--- config.mk ---
export PLATFORM = sky130hd
export DESIGN_NAME = pipe_if_stage
export DESIGN_NICKNAME = d
export VERILOG_FILES = /design/src/rtl/pipe_pkg.sv /design/src/rtl/dffe32.sv /design/src/rtl/pipe_if_stage.sv
export SDC_FILE = /design/constraint.sdc
export NUM_CORES = 1
export LEC_CHECK = 0
export BUFFER_PORTS_ARGS = -buffer_cell sky130_fd_sc_hd__buf_2
export CAP_MARGIN = 40
export CORE_ASPECT_RATIO = 0.9
export CORE_MARGIN = 4
export CORE_UTILIZATION = 45
export CTS_CLUSTER_DIAMETER = 120
export CTS_CLUSTER_SIZE = 12
export DETAILED_ROUTE_END_ITERATION = 10
export GPL_TIMING_DRIVEN = 1
export PLACE_DENSITY_LB_ADDON = 0.25
export SYNTH_ARGS = -nofsm -noshare
export SYNTH_HDL_FRONTEND = slang
export SYNTH_SLANG_ARGS = --single-unit
--- constraint.sdc ---
create_clock -name clock -period 4.5 [get_ports clock]
set_input_delay 0.45 -clock clock [delete_from_list [all_inputs] [get_ports clock]]
set_output_delay 0.45 -clock clock [all_outputs]
set_load 0.005 [all_outputs]
--- src/rtl/pipe_pkg.sv ---
// ============================================================================
// pipe_pkg : constants shared by the pipelinecpu stages.  Rev 1.0
// ============================================================================
`default_nettype none

package pipe_pkg;

    localparam logic [1:0]  PCSRC_PC4        = 2'b00;
    localparam logic [1:0]  PCSRC_BR         = 2'b01;
    localparam logic [1:0]  PCSRC_JR         = 2'b10;
    localparam logic [1:0]  PCSRC_J          = 2'b11;

    localparam logic [31:0] NOP_INST         = 32'h0000_0000;
    localparam logic [31:0] RESET_PC_DEFAULT = 32'h0000_0000;

    // Redirect targets are silently word-aligned.
    function automatic logic [31:0] word_align(input logic [31:0] addr);
        return addr & ~32'h0000_0003;
    endfunction

endpackage

`default_nettype wire

--- src/rtl/dffe32.sv ---
// ============================================================================
// dffe32 : 32-bit enabled register with async active-low reset value.  Rev 1.0
// ============================================================================
`default_nettype none

module dffe32 (
    input  logic        clk_i,
    input  logic        rst_ni,
    input  logic        en_i,
    input  logic [31:0] rst_val_i,
    input  logic [31:0] d_i,
    output logic [31:0] q_o
);

    always_ff @(posedge clk_i or negedge rst_ni) begin
        if (!rst_ni) begin
            q_o <= rst_val_i;
        end else if (en_i) begin
            q_o <= d_i;
        end
    end

endmodule

`default_nettype wire

--- src/rtl/pipe_if_stage.sv ---
// ============================================================================
// pipe_if_stage : PC, next-PC select and IF/ID register of pipelinecpu.  Rev 1.0
// ============================================================================
`default_nettype none

module pipe_if_stage
    import pipe_pkg::*;
#(
    parameter logic [31:0] RESET_PC = RESET_PC_DEFAULT,
    parameter logic [31:0] NOP      = NOP_INST
) (
    input  logic        clock,
    input  logic        resetn,
    input  logic        wpcir,
    input  logic [1:0]  pcsource,
    input  logic [31:0] bpc,
    input  logic [31:0] rpc,
    input  logic [31:0] jpc,
    input  logic        flush,
    output logic [31:0] imem_addr,
    input  logic [31:0] imem_inst,
    output logic [31:0] pc,
    output logic [31:0] dpc4,
    output logic [31:0] dinst,
    output logic        dvalid
);

    logic [31:0] pc_q;
    logic [31:0] pc4;
    logic [31:0] npc_raw;
    logic [31:0] npc_d;
    logic [31:0] dinst_d;
    logic        dvalid_d;
    logic        dvalid_q;

    assign pc4 = pc_q + 32'd4;

    always_comb begin
        npc_raw = pc4;
        unique case (pcsource)
            PCSRC_PC4: npc_raw = pc4;
            PCSRC_BR:  npc_raw = bpc;
            PCSRC_JR:  npc_raw = rpc;
            PCSRC_J:   npc_raw = jpc;
        endcase
    end

    assign npc_d = word_align(npc_raw);

    // The delay-slot word is captured even on a redirect; only flush kills it.
    assign dinst_d  = flush ? NOP : imem_inst;
    assign dvalid_d = ~flush;

    dffe32 u_pc (
        .clk_i     (clock),
        .rst_ni    (resetn),
        .en_i      (wpcir),
        .rst_val_i (RESET_PC),
        .d_i       (npc_d),
        .q_o       (pc_q)
    );

    dffe32 u_dpc4 (
        .clk_i     (clock),
        .rst_ni    (resetn),
        .en_i      (wpcir),
        .rst_val_i (32'h0000_0000),
        .d_i       (pc4),
        .q_o       (dpc4)
    );

    dffe32 u_dinst (
        .clk_i     (clock),
        .rst_ni    (resetn),
        .en_i      (wpcir),
        .rst_val_i (NOP),
        .d_i       (dinst_d),
        .q_o       (dinst)
    );

    always_ff @(posedge clock or negedge resetn) begin
        if (!resetn) begin
            dvalid_q <= 1'b0;
        end else if (wpcir) begin
            dvalid_q <= dvalid_d;
        end
    end

    assign pc        = pc_q;
    assign imem_addr = pc_q;
    assign dvalid    = dvalid_q;

endmodule

`default_nettype wire

==> results of run 1 <==
==> state kept, by name, summed over array words and instances (netlist names) <==
| signal | count |
|---|---|
| u_dinst.q_o | 32 |
| u_dpc4.q_o | 30 |
| u_pc.q_o | 30 |
| dvalid | 1 |
==> final cells by class <==
class	count	area, um^2	area share [%]
Sequential cell	93	2330	32.5
Clock buffer	10	229	3.20
Clock inverter	5	85.1	1.19
Multi-Input combinational cell	431	2860	39.9
Inverter	38	143	1.99
Timing Repair Buffer	255	1310	18.3
Tap cell	164	205	2.87
==> logic make-up after synthesis <==
family / share of synthesized area (%)
adders and majority gates: 0.213
other: 0.0639
and+or+nand+nor: 20.4
AOI/OAI and AO/OA: 17.4
DFF: 39.7
buffers and inverters: 11.9
muxes: 8.17
xor gates and xnor gates: 2.09
==> worst register-to-register path, cell delays in order (launching register included) <==
cell and delay (ps):
dfrtp_1 470, ha_1 410, and3_1 270, nand4_1 560
or4_1 700, a31oi_1 160
==> power by group <==
part	internal [W]	switching (W)	total [W]	leakage, nW
Sequential	0.000946	0.000156	0.00110	1.12
Combinational	0.000288	0.000301	0.000589	2.05
Clock	0.000487	0.000324	0.000810	0.149
Total	0.00172	0.000780	0.00250	3.32
==> cells in the final DEF, fill, tap and decap left out, types with 5 or more instances in the layout <==
master     netlist  routed
buf_2            7     248
dfrtp_1         93      93
nor2_1          60      60
o21ai_0         52      52
inv_1           38      38
nand3b_1        32      32
nand2_1         29      29
mux2i_1         22      22
a21oi_1         22      22
nor4_1          21      21
a2bb2oi_1       14      14
nand4_1         13      13
mux2_2          13      13
a31oi_1         12      12
xnor2_1         11      11
nand3_1         10      10
and3_1           9       9
a22o_1           9       9
clkbuf_16        0       9
or3_1            8       8
or4_1            8       8
o31ai_1          8       8
a211oi_1         7       7
o31a_1           7       7
o2bb2ai_1        6       6
conb_1           1       6
buf_4           39       6
nor3_1           5       5
mux4_2           5       5
==> metal layers <==
layer,wire length [um],GRT usage [%],up-vias
met1,7530,31.0,2652
met3,1530,5.72,25
met4,268,6.93,0
met2,8550,38.7,249
li1,-,-,2664
met5,0,0,-
==> through the flow <==
step / area [um^2] / hold slack [ps] / instances / setup WS (ps) / utilization [%]
floorplan: 5880 / 154 / 657 / 2500 / -
global placement: 6820 / 462 / 979 / 1950 / 53.6
detailed placement: 6840 / 474 / 981 / 1860 / 53.7
CTS: 7150 / 190 / 996 / 1880 / 56.2
global route: 7150 / 228 / 996 / 1650 / 56.2
finish: 7150 / 168 / 996 / 1860 / 56.2
==> worst min-delay path by stage <==
stage / endpoint / startpoint / cells after the start
after floorplan: dvalid / resetn / 0
after global placement: dvalid / dvalid / 2
after detailed placement: dvalid / dvalid / 2
after CTS: u_dpc4.q_o[5] / resetn / 1
after global routing: u_dpc4.q_o[5] / resetn / 1
final: u_dinst.q_o[6] / resetn / 1
==> flow_summary.json, run 1 <==
{
  "path_class": "reg2reg",
  "cts_hold_buf": 0,
  "cp_cell_sequence": "ha_1 -> and3_1 -> nand4_1 -> or4_1 -> a31oi_1",
  "row_count": 39,
  "fin_nets": 963,
  "cp-end-kind": "flop",
  "finalSetupTns_ps": 0,
  "max_stage_delay_ps": 690,
  "p_per_area_nw_per_um2": 350,
  "yosysSeqAreaShare_pct": 39.7,
  "rsz0062_at_grt": "false",
  "grt_pass1_wl_mm": 27.8,
  "async_reset_ff_share_pct": 100,
  "drive_gt1_share_pct": 35.8,
  "clk_pin_slew_ps": 70,
  "grt_overflow_total": 0,
  "ant_nets": 0,
  "ys.flop_type": "dfrtp_1",
  "netlist_instances": 652,
  "synth_top_area_share_pct": 39.7,
  "post-cts-setup-buffers": 0,
  "clockBufferDepth": 2,
  "start_util_pct": 46.1,
  "grt_pass1_vias": 5300,
  "r2r_end": "u_dpc4.q_o[30]",
  "synth_most_common_cell": "dfrtp_1",
  "cts.sinks": 93,
  "slew_viol_final": 0,
  "p_leak_nw": 3.32,
  "hold_violations": 0,
  "num_vias": 5590,
  "arrival_ps": 2910,
  "place_congestion": 0.892,
  "clock-root-buffer": "clkbuf_16",
  "crit_buf_inv": 0,
  "num_antenna_cells": 0,
  "cts_tree": "yes",
  "maxCapViolCount": 0,
  "drtPass1Iterations": 5,
  "cp.depth": 5,
  "period_minus_slack_ps": 2640,
  "htree_levels": 3,
  "outcome": "finished, final reports clean",
  "rr_worst_depth": 5,
  "grt_max_degree": 89,
  "ys_ff_latch": 93,
  "setup_viol": 0,
  "cp_max_fo": 17,
  "r2r_start": "u_pc.q_o[2]",
  "synth.top_cells.by_count": "93 x dfrtp_1, 60 x nor2_1, 52 x o21ai_0, 40 x clkbuf_1, 39 x buf_4",
  "antenna_found_initial": 0,
  "yosys.area.top_type": "dfrtp_1",
  "netlist_area_um2": 5870,
  "post-route-period-util_pct": 58.6,
  "rrSetupSlack_ps": 1860,
  "dp_hpwl_mm": 13.3,
  "cp.required_ps": 4770,
  "crit_family": "simple AND/OR/NAND/NOR gates",
  "crit_end": "u_dpc4.q_o[30]",
  "synthDistinctLibCells": 60,
  "fillCellCount": 1150,
  "drc": 0,
  "cts_made_buffers": 9,
  "slew_headroom_pct": 41.5,
  "fmaxAchievable_mhz": 379,
  "area_delta_synth_final_pct": 21.9,
  "hold_path_class": "in2async",
  "die_h_um": 116,
  "clk-insertion-delay-late_ps": 350,
  "wl_mm": 17.9,
  "ir_drop_mv": 0.238,
  "grt.total_usage_pct": 23.5,
  "core_area_um2": 12700,
  "cts_resized": 0,
  "skew_ps": 6.08,
  "tightest_slew_ps": 877,
  "yosys-top-cells-area": "dfrtp_1 40%, buf_4 5.0%, o21ai_0 4.4%, nand3b_1 4.1%, nor2_1 3.8%",
  "io_pins": 263,
  "setup.worst_path.start": "u_pc.q_o[2]",
  "finalPower_w": 0.00250,
  "startpoint_type": "flop",
  "die_width_um": 128,
  "vias_per_cell": 5.61,
  "avgSynthCellArea_um2": 9.00,
  "first_iter_violations": 377,
  "synth_edf_count": 0,
  "wl_per_cell_um": 18.0,
  "dieArea_um2": 14900,
  "io_buffer_count": 250,
  "crit_slowest_cell": "or4_1",
  "yosysWarnings": 0
}
(Power assumes the default switching activity.)
==> inputs of run 2 (changes only) <==
--- a/config.mk
+++ b/config.mk
@@ -5,6 +5,7 @@
 export SDC_FILE = /design/constraint.sdc
 export NUM_CORES = 1
 export LEC_CHECK = 0
+export ABC_AREA = 1
 export BUFFER_PORTS_ARGS = -buffer_cell sky130_fd_sc_hd__buf_2
 export CAP_MARGIN = 40
 export CORE_ASPECT_RATIO = 0.9
==> constraint.sdc (replaced) <==
create_clock -name clock -period 2.5 [get_ports clock]
set_input_delay 0.25 -clock clock [delete_from_list [all_inputs] [get_ports clock]]
set_output_delay 0.25 -clock clock [all_outputs]
set_load 0.005 [all_outputs]
==> run 2 against run 1 <==
  * Critical path depth up 3
  * Synthesized cell count up 19%
  * Maximum frequency increased by 40%
  * Worst setup slack worse by 1200 ps
  * Hold slack lost 32 ps
  * Non-clock buffer count grew 9
  * Clock power up 72%
  * Clock-buffer cell count stayed put
  * Cell count grew 16%
  * Total power is 68% higher
  * Via count is 0.68% higher
  * Final area fell by 3.4%
  * Critical path type unchanged
  * Largest cell class unchanged
  * Highest routed layer unchanged
==> flow_summary.json, run 2 <==
{
  "r2r_start": "u_pc.q_o[3]",
  "drc": 0,
  "yosys.area.top_type": "dfrtp_1",
  "htree_levels": 3,
  "min-delay-start": "imem_inst[15]",
  "dp_hpwl_mm": 13.3,
  "fillCellCount": 1133,
  "yosysWarnings": 0,
  "async_reset_ff_share_pct": 100,
  "die_h_um": 112,
  "num_antenna_cells": 0,
  "r2r_end": "u_pc.q_o[16]",
  "cts_tree": "yes",
  "seqPwrFrac_pct": 44.5,
  "cts_made_buffers": 9,
  "cts_resized": 0,
  "synth_most_common_cell": "nand2_1",
  "clk_pin_slew_ps": 70,
  "area_delta_synth_final_pct": 27.4,
  "synth.top_cells.by_count": "301 x nand2_1, 93 x dfrtp_1, 69 x inv_1, 64 x nor2_1, 62 x o21ai_0",
  "core_area_um2": 11600,
  "period_minus_slack_ps": 1880,
  "synth_top_area_share_pct": 42.9,
  "slew_viol_final": 0,
  "grt.total_usage_pct": 24.9,
  "tightest_slew_ps": 577,
  "hold_violations": 0,
  "p_switching_w": 0.00132,
  "skew_ps": 8.82,
  "crit_slowest_cell": "dfrtp_1",
  "row_count": 37,
  "setup_viol": 0,
  "crit_family": "simple AND/OR/NAND/NOR gates",
  "rrSetupSlack_ps": 620,
  "fmaxAchievable_mhz": 531,
  "synth_edf_count": 0,
  "layout_common_cells": "301 x nand2_1, 249 x buf_2, 93 x dfrtp_1, 69 x inv_1, 63 x nor2_1",
  "whs_endpoint": "u_dinst.q_o[15]",
  "max_stage_delay_ps": 450,
  "pre_cts_slack_ps": 710,
  "netlist_area_um2": 5420,
  "yosysSeqAreaShare_pct": 42.9,
  "clock-root-buffer": "clkbuf_16",
  "wl_mm": 17.2,
  "antenna_found_initial": 0,
  "p_int_w": 0.00288,
  "num_vias": 5628,
  "hold_path_class": "in2reg",
  "cp_max_fo": 6,
  "outcome": "finished, final reports clean",
  "setup_ws_ps": 616,
  "avgSynthCellArea_um2": 6.96,
  "place_congestion": 0.886,
  "crit_buf_inv": 0,
  "maxCapViolCount": 0,
  "io_pins": 263,
  "p_leak_nw": 3.82,
  "top_regs": "u_dinst.q_o: 32 flops, u_dpc4.q_o: 30 flops, u_pc.q_o: 30 flops",
  "yosys-top-cells-area": "dfrtp_1 43%, nand2_1 21%, o21ai_0 5.7%, buf_4 5.3%, nand3_1 5.0%",
  "cp_cell_sequence": "ha_1 -> nand3_1 -> nor2_1 -> nand3_1 -> nand2_1 -> nand2_1 -> nor2_1 -> a21oi_1",
  "p_per_area_nw_per_um2": 609,
  "final_common_cell": "nand2_1",
  "wl_per_cell_um": 15.0,
  "drive_gt1_share_pct": 29.7,
  "clkPwrFrac_pct": 33.2,
  "start_util_pct": 46.7,
  "ant_nets": 0,
  "swShare_pct": 31.4,
  "ir_drop_mv": 0.326,
  "vias_per_cell": 4.88,
  "first_iter_violations": 328,
  "grt_pass1_wl_mm": 27.3,
  "finalSetupTns_ps": 0,
  "post-route-period-util_pct": 75.4,
  "die_width_um": 124,
  "grt_max_degree": 72,
  "netlist_instances": 779,
  "arrival_ps": 2100,
  "grt_pass1_vias": 5250,
  "fin_nets": 1127,
  "cp-end-kind": "flop",
  "ys_ff_latch": 93,
  "rr_worst_depth": 8,
  "path_class": "reg2reg",
  "ys.flop_type": "dfrtp_1",
  "setup.worst_path.start": "u_pc.q_o[3]",
  "clockBufferDepth": 2,
  "top_register": "u_dinst.q_o",
  "io_buffer_count": 250,
  "startpoint_type": "flop",
  "drtPass1Iterations": 5,
  "cts.sinks": 93,
  "combPwrFrac_pct": 22.3,
  "dieArea_um2": 13900,
  "grt_overflow_total": 0,
  "largest_reg_flops": 32,
  "slew_headroom_pct": 61.5,
  "holdPathStages": 3,
  "synthDistinctLibCells": 33,
  "clk-insertion-delay-late_ps": 350,
  "rsz0062_at_grt": "false",
  "cp.required_ps": 2710
}
## run 2: cell count changes in the layout (fill, tap and decap cells not counted), moves of 10 or more
cell | previous run | this run
nand2_1 | 29 | 301
inv_1 | 38 | 69
mux2_2 | 13 | 0
nand4_1 | 13 | 1
nand3_1 | 10 | 54
mux2i_1 | 22 | 0
o21ai_0 | 52 | 62
nand3b_1 | 32 | 1
a2bb2oi_1 | 14 | 0
nor4_1 | 21 | 0
## run 2: power by group through the flow
stage               logic [W]  registers (W)  clock network, W
floorplan            0.000521        0.00187                 0
detailed placement   0.000946        0.00190                 0
CTS                  0.000950        0.00187           0.00142
global placement     0.000935        0.00189                 0
finish               0.000938        0.00187           0.00139
global route          0.00107        0.00190           0.00149
## run 2: kinds of logic after synthesis
group	synth area share [%]
other cells	0.0692
fa+ha+maj	0.231
flops	42.9
simple gates	32.6
compound gates	10.8
buf+inv	12.3
xor+xnor	1.13
## run 2: per-layer routing
| layer | global-route usage (%) | part of all wire, % |
|---|---|---|
| met5 | 0 | 0 |
| met2 | 38.8 | 46 |
| met4 | 4.80 | 1.3 |
| met3 | 6.05 | 7.3 |
| met1 | 35.4 | 45 |
## run 2: per-stage QoR
step	area [um^2]	cells	power, W	hold WS [ps]	util [%]
floorplan	5440	784	0.00239	-45.6	-
global placement	6600	1136	0.00283	174	56.8
detailed placement	6600	1136	0.00284	175	56.8
CTS	6910	1153	0.00424	134	59.4
global route	6910	1153	0.00446	147	59.4
finish	6910	1153	0.00420	137	59.4
## run 2: timing repair
item                      4_1_cts  5_1_grt
setup buffers                   0        0
hold buffers                    1        0
hold endpoints to repair       22        0
## run 2: tightest hold or removal path: cells and delay by family
kind / cells / cell delay (ps)
AO/OA/AOI/OAI: 1 / 70
buffers and inverters: 2 / 120
## run 2: how the worst max path moves through the flow
| stage | endpoint | cells after the start |
|---|---|---|
| 4_1_cts | u_pc.q_o[16] | 8 |
| 3_3_place_gp | u_pc.q_o[16] | 8 |
| 6_report | u_pc.q_o[16] | 8 |
| 2_1_floorplan | u_pc.q_o[16] | 8 |
| 3_5_place_dp | u_pc.q_o[16] | 8 |
| 5_1_grt | u_pc.q_o[16] | 8 |
## run 2: final cells by class
type	instances	area (um^2)	area share (%)
Multi-Input combinational cell	554	2450	35.5
Sequential cell	93	2330	33.7
Timing Repair Buffer	264	1370	19.9
Inverter	70	263	3.80
Clock buffer	10	229	3.31
Tap cell	156	195	2.83
Clock inverter	6	70.1	1.01
==> inputs of run 3 (changes only) <==
--- a/config.mk
+++ b/config.mk
@@ -10,7 +10,7 @@
 export CAP_MARGIN = 40
 export CORE_ASPECT_RATIO = 0.9
 export CORE_MARGIN = 4
-export CORE_UTILIZATION = 45
+export CORE_UTILIZATION = 42
 export CTS_CLUSTER_DIAMETER = 120
 export CTS_CLUSTER_SIZE = 12
 export DETAILED_ROUTE_END_ITERATION = 10
==> constraint.sdc (replaced) <==
create_clock -name clock -period 1.7 [get_ports clock]
set_input_delay 0.17 -clock clock [delete_from_list [all_inputs] [get_ports clock]]
set_output_delay 0.17 -clock clock [all_outputs]
set_load 0.005 [all_outputs]
==> run 3 against run 2 <==
  * Cell count up 2.9%
  * Hold slack worse by 75 ps
  * Maximum frequency up 19%
  * Non-clock buffer count up 25
  * Largest power group unchanged
==> flow_summary.json, run 3 (synthesized netlist as in run 2, its figures left out) <==
{
  "outcome": "finished, final reports clean",
  "r2r_start": "u_pc.q_o[3]",
  "swShare_pct": 30.7,
  "maxCapViolCount": 0,
  "clock-root-buffer": "clkbuf_16",
  "dieArea_um2": 14800,
  "drt-met1-wl_mm": 7.93,
  "drive_gt1_share_pct": 32.2,
  "r2r_end": "u_pc.q_o[20]",
  "cts.sinks": 93,
  "hold_path_class": "in2reg",
  "finalPower_w": 0.00634,
  "whs_endpoint": "u_dinst.q_o[16]",
  "cts_made_buffers": 9,
  "startpoint_type": "flop",
  "final_util_pct": 56.6,
  "row_count": 39,
  "hold_ws_ps": 62.2,
  "wl_met3_mm": 1.22,
  "tightest_slew_ps": 542,
  "period_minus_slack_ps": 1590,
  "die_h_um": 116,
  "core_area_um2": 12700,
  "num_vias": 5810,
  "final_common_cell": "nand2_1",
  "clk-insertion-delay-late_ps": 350,
  "wl_met2_mm": 8.27,
  "postPlaceCellArea_um2": 6800,
  "io_pins": 263,
  "ant_nets": 0,
  "first_iter_violations": 238,
  "clockBufferDepth": 2,
  "slew_viol_final": 0,
  "cp-end-kind": "flop",
  "top_register": "u_dinst.q_o",
  "top_regs": "u_dinst.q_o: 32 flops, u_dpc4.q_o: 30 flops, u_pc.q_o: 30 flops",
  "p_int_w": 0.00440,
  "setup_viol": 0,
  "vias_per_cell": 4.90,
  "wl_mm": 17.7,
  "cp.required_ps": 1940,
  "grt_pass1_vias": 5470,
  "fin_nets": 1152,
  "combPwrFrac_pct": 24.5,
  "post-route-period-util_pct": 93.4,
  "arrival_ps": 1820,
  "finalSetupTns_ps": 0,
  "rrSetupSlack_ps": 110,
  "p_switching_w": 0.00194,
  "die_width_um": 128,
  "fmaxAchievable_mhz": 630,
  "clk_pin_slew_ps": 70,
  "dp_hpwl_mm": 14.0,
  "drc": 0,
  "highest_layer": "met4",
  "min-delay-start": "imem_inst[16]",
  "grt_pass1_wl_mm": 27.7,
  "skew_ps": 11.7,
  "cp_max_fo": 6,
  "grt.total_usage_pct": 23.8,
  "slew_headroom_pct": 63.8,
  "htree_levels": 3,
  "ir_drop_mv": 0.485,
  "p_per_area_nw_per_um2": 883,
  "stdcell_area_um2": 7180,
  "layout_common_cells": "300 x nand2_1, 249 x buf_2, 90 x dfrtp_1, 69 x inv_1",
  "start_util_pct": 42.7,
  "p_leak_nw": 3.95,
  "place_congestion": 0.861,
  "clkPwrFrac_pct": 32.6,
  "num_antenna_cells": 0,
  "hold_violations": 0,
  "seqPwrFrac_pct": 42.9,
  "antenna_found_initial": 0,
  "io_buffer_count": 250,
  "rr_worst_depth": 10,
  "path_class": "reg2reg",
  "largest_reg_flops": 32,
  "fillCellCount": 1309,
  "wl_per_cell_um": 14.9,
  "drtPass1Iterations": 5,
  "area_delta_synth_final_pct": 32.4,
  "cts_tree": "yes",
  "holdPathStages": 3,
  "grt_max_degree": 57,
  "grt_overflow_total": 0
}
-- run 3: changes by cell type in the layout (fill, tap and decap cells not counted), moves of 2 or more --
cell | before | now
buf_4 | 13 | 35
buf_12 | 1 | 4
dfrtp_1 | 93 | 90
dfrtp_2 | 0 | 3
clkbuf_8 | 0 | 2
inv_6 | 3 | 1
nor2_1 | 63 | 61
nor2_2 | 7 | 9
-- run 3: what timing repair did --
| item | in CTS | in global routing |
|---|---|---|
| setup buffers | 0 | 4 |
| hold buffers | 1 | 0 |
| resized for setup | 0 | 10 |
| endpoints found under the setup margin | 0 | 13 |
| endpoints found under the hold margin | 35 | 0 |
-- run 3: cell type report --
| cell class | instances | area, um^2 | area share [%] |
|---|---|---|---|
| sequential | 93 | 2330 | 32.5 |
| inverter | 70 | 263 | 3.66 |
| timing repair buffer | 289 | 1600 | 22.3 |
| multi-input combinational | 554 | 2470 | 34.4 |
| clock inverter | 5 | 56.3 | 0.785 |
| clock buffer | 11 | 253 | 3.52 |
| tap | 164 | 205 | 2.86 |
-- run 3: how the worst max path moves through the flow --
| stage | startpoint | to | cells after the start |
|---|---|---|---|
| floorplan | u_pc.q_o[3] | u_pc.q_o[16] | 8 |
| global placement | u_pc.q_o[3] | u_pc.q_o[26] | 10 |
| detailed placement | u_pc.q_o[3] | u_pc.q_o[28] | 10 |
| CTS | u_pc.q_o[3] | u_pc.q_o[20] | 10 |
| global route | u_pc.q_o[3] | u_dpc4.q_o[20] | 10 |
| finish | u_pc.q_o[3] | u_pc.q_o[20] | 10 |
-- run 3: power by group through the flow --
stage | Combinational [W] | Clock (W) | Sequential [W]
after global routing | 0.00175 | 0.00223 | 0.00276
after floorplan | 0.000765 | 0 | 0.00275
after CTS | 0.00155 | 0.00213 | 0.00271
after global placement | 0.00153 | 0 | 0.00274
after detailed placement | 0.00154 | 0 | 0.00275
final | 0.00155 | 0.00207 | 0.00272
-- run 3: stage by stage --
stage,worst slack (ps),instances
after floorplan,222,784
after global placement,150,1165
after detailed placement,110,1165
after CTS,91.9,1182
after global routing,-18.7,1186
final,112,1186
-- run 3: metal layers --
layer  vias to the layer above  track usage [%]
met5                         -                0
met4                         0             6.44
met3                        22             5.30
met2                       229             37.1
met1                      2668             33.7
li1                       2891                -
-- run 3: worst max-delay path, cell delays in order (launching register included) --
cell	delay, ps
dfrtp_1	430
ha_4	180
nand2_2	70
nor2_4	190
nand2_4	120
nor2_4	160
nand2_1	70
nand2_1	70
nand3_1	70
nand2_1	70
nand2_1	40
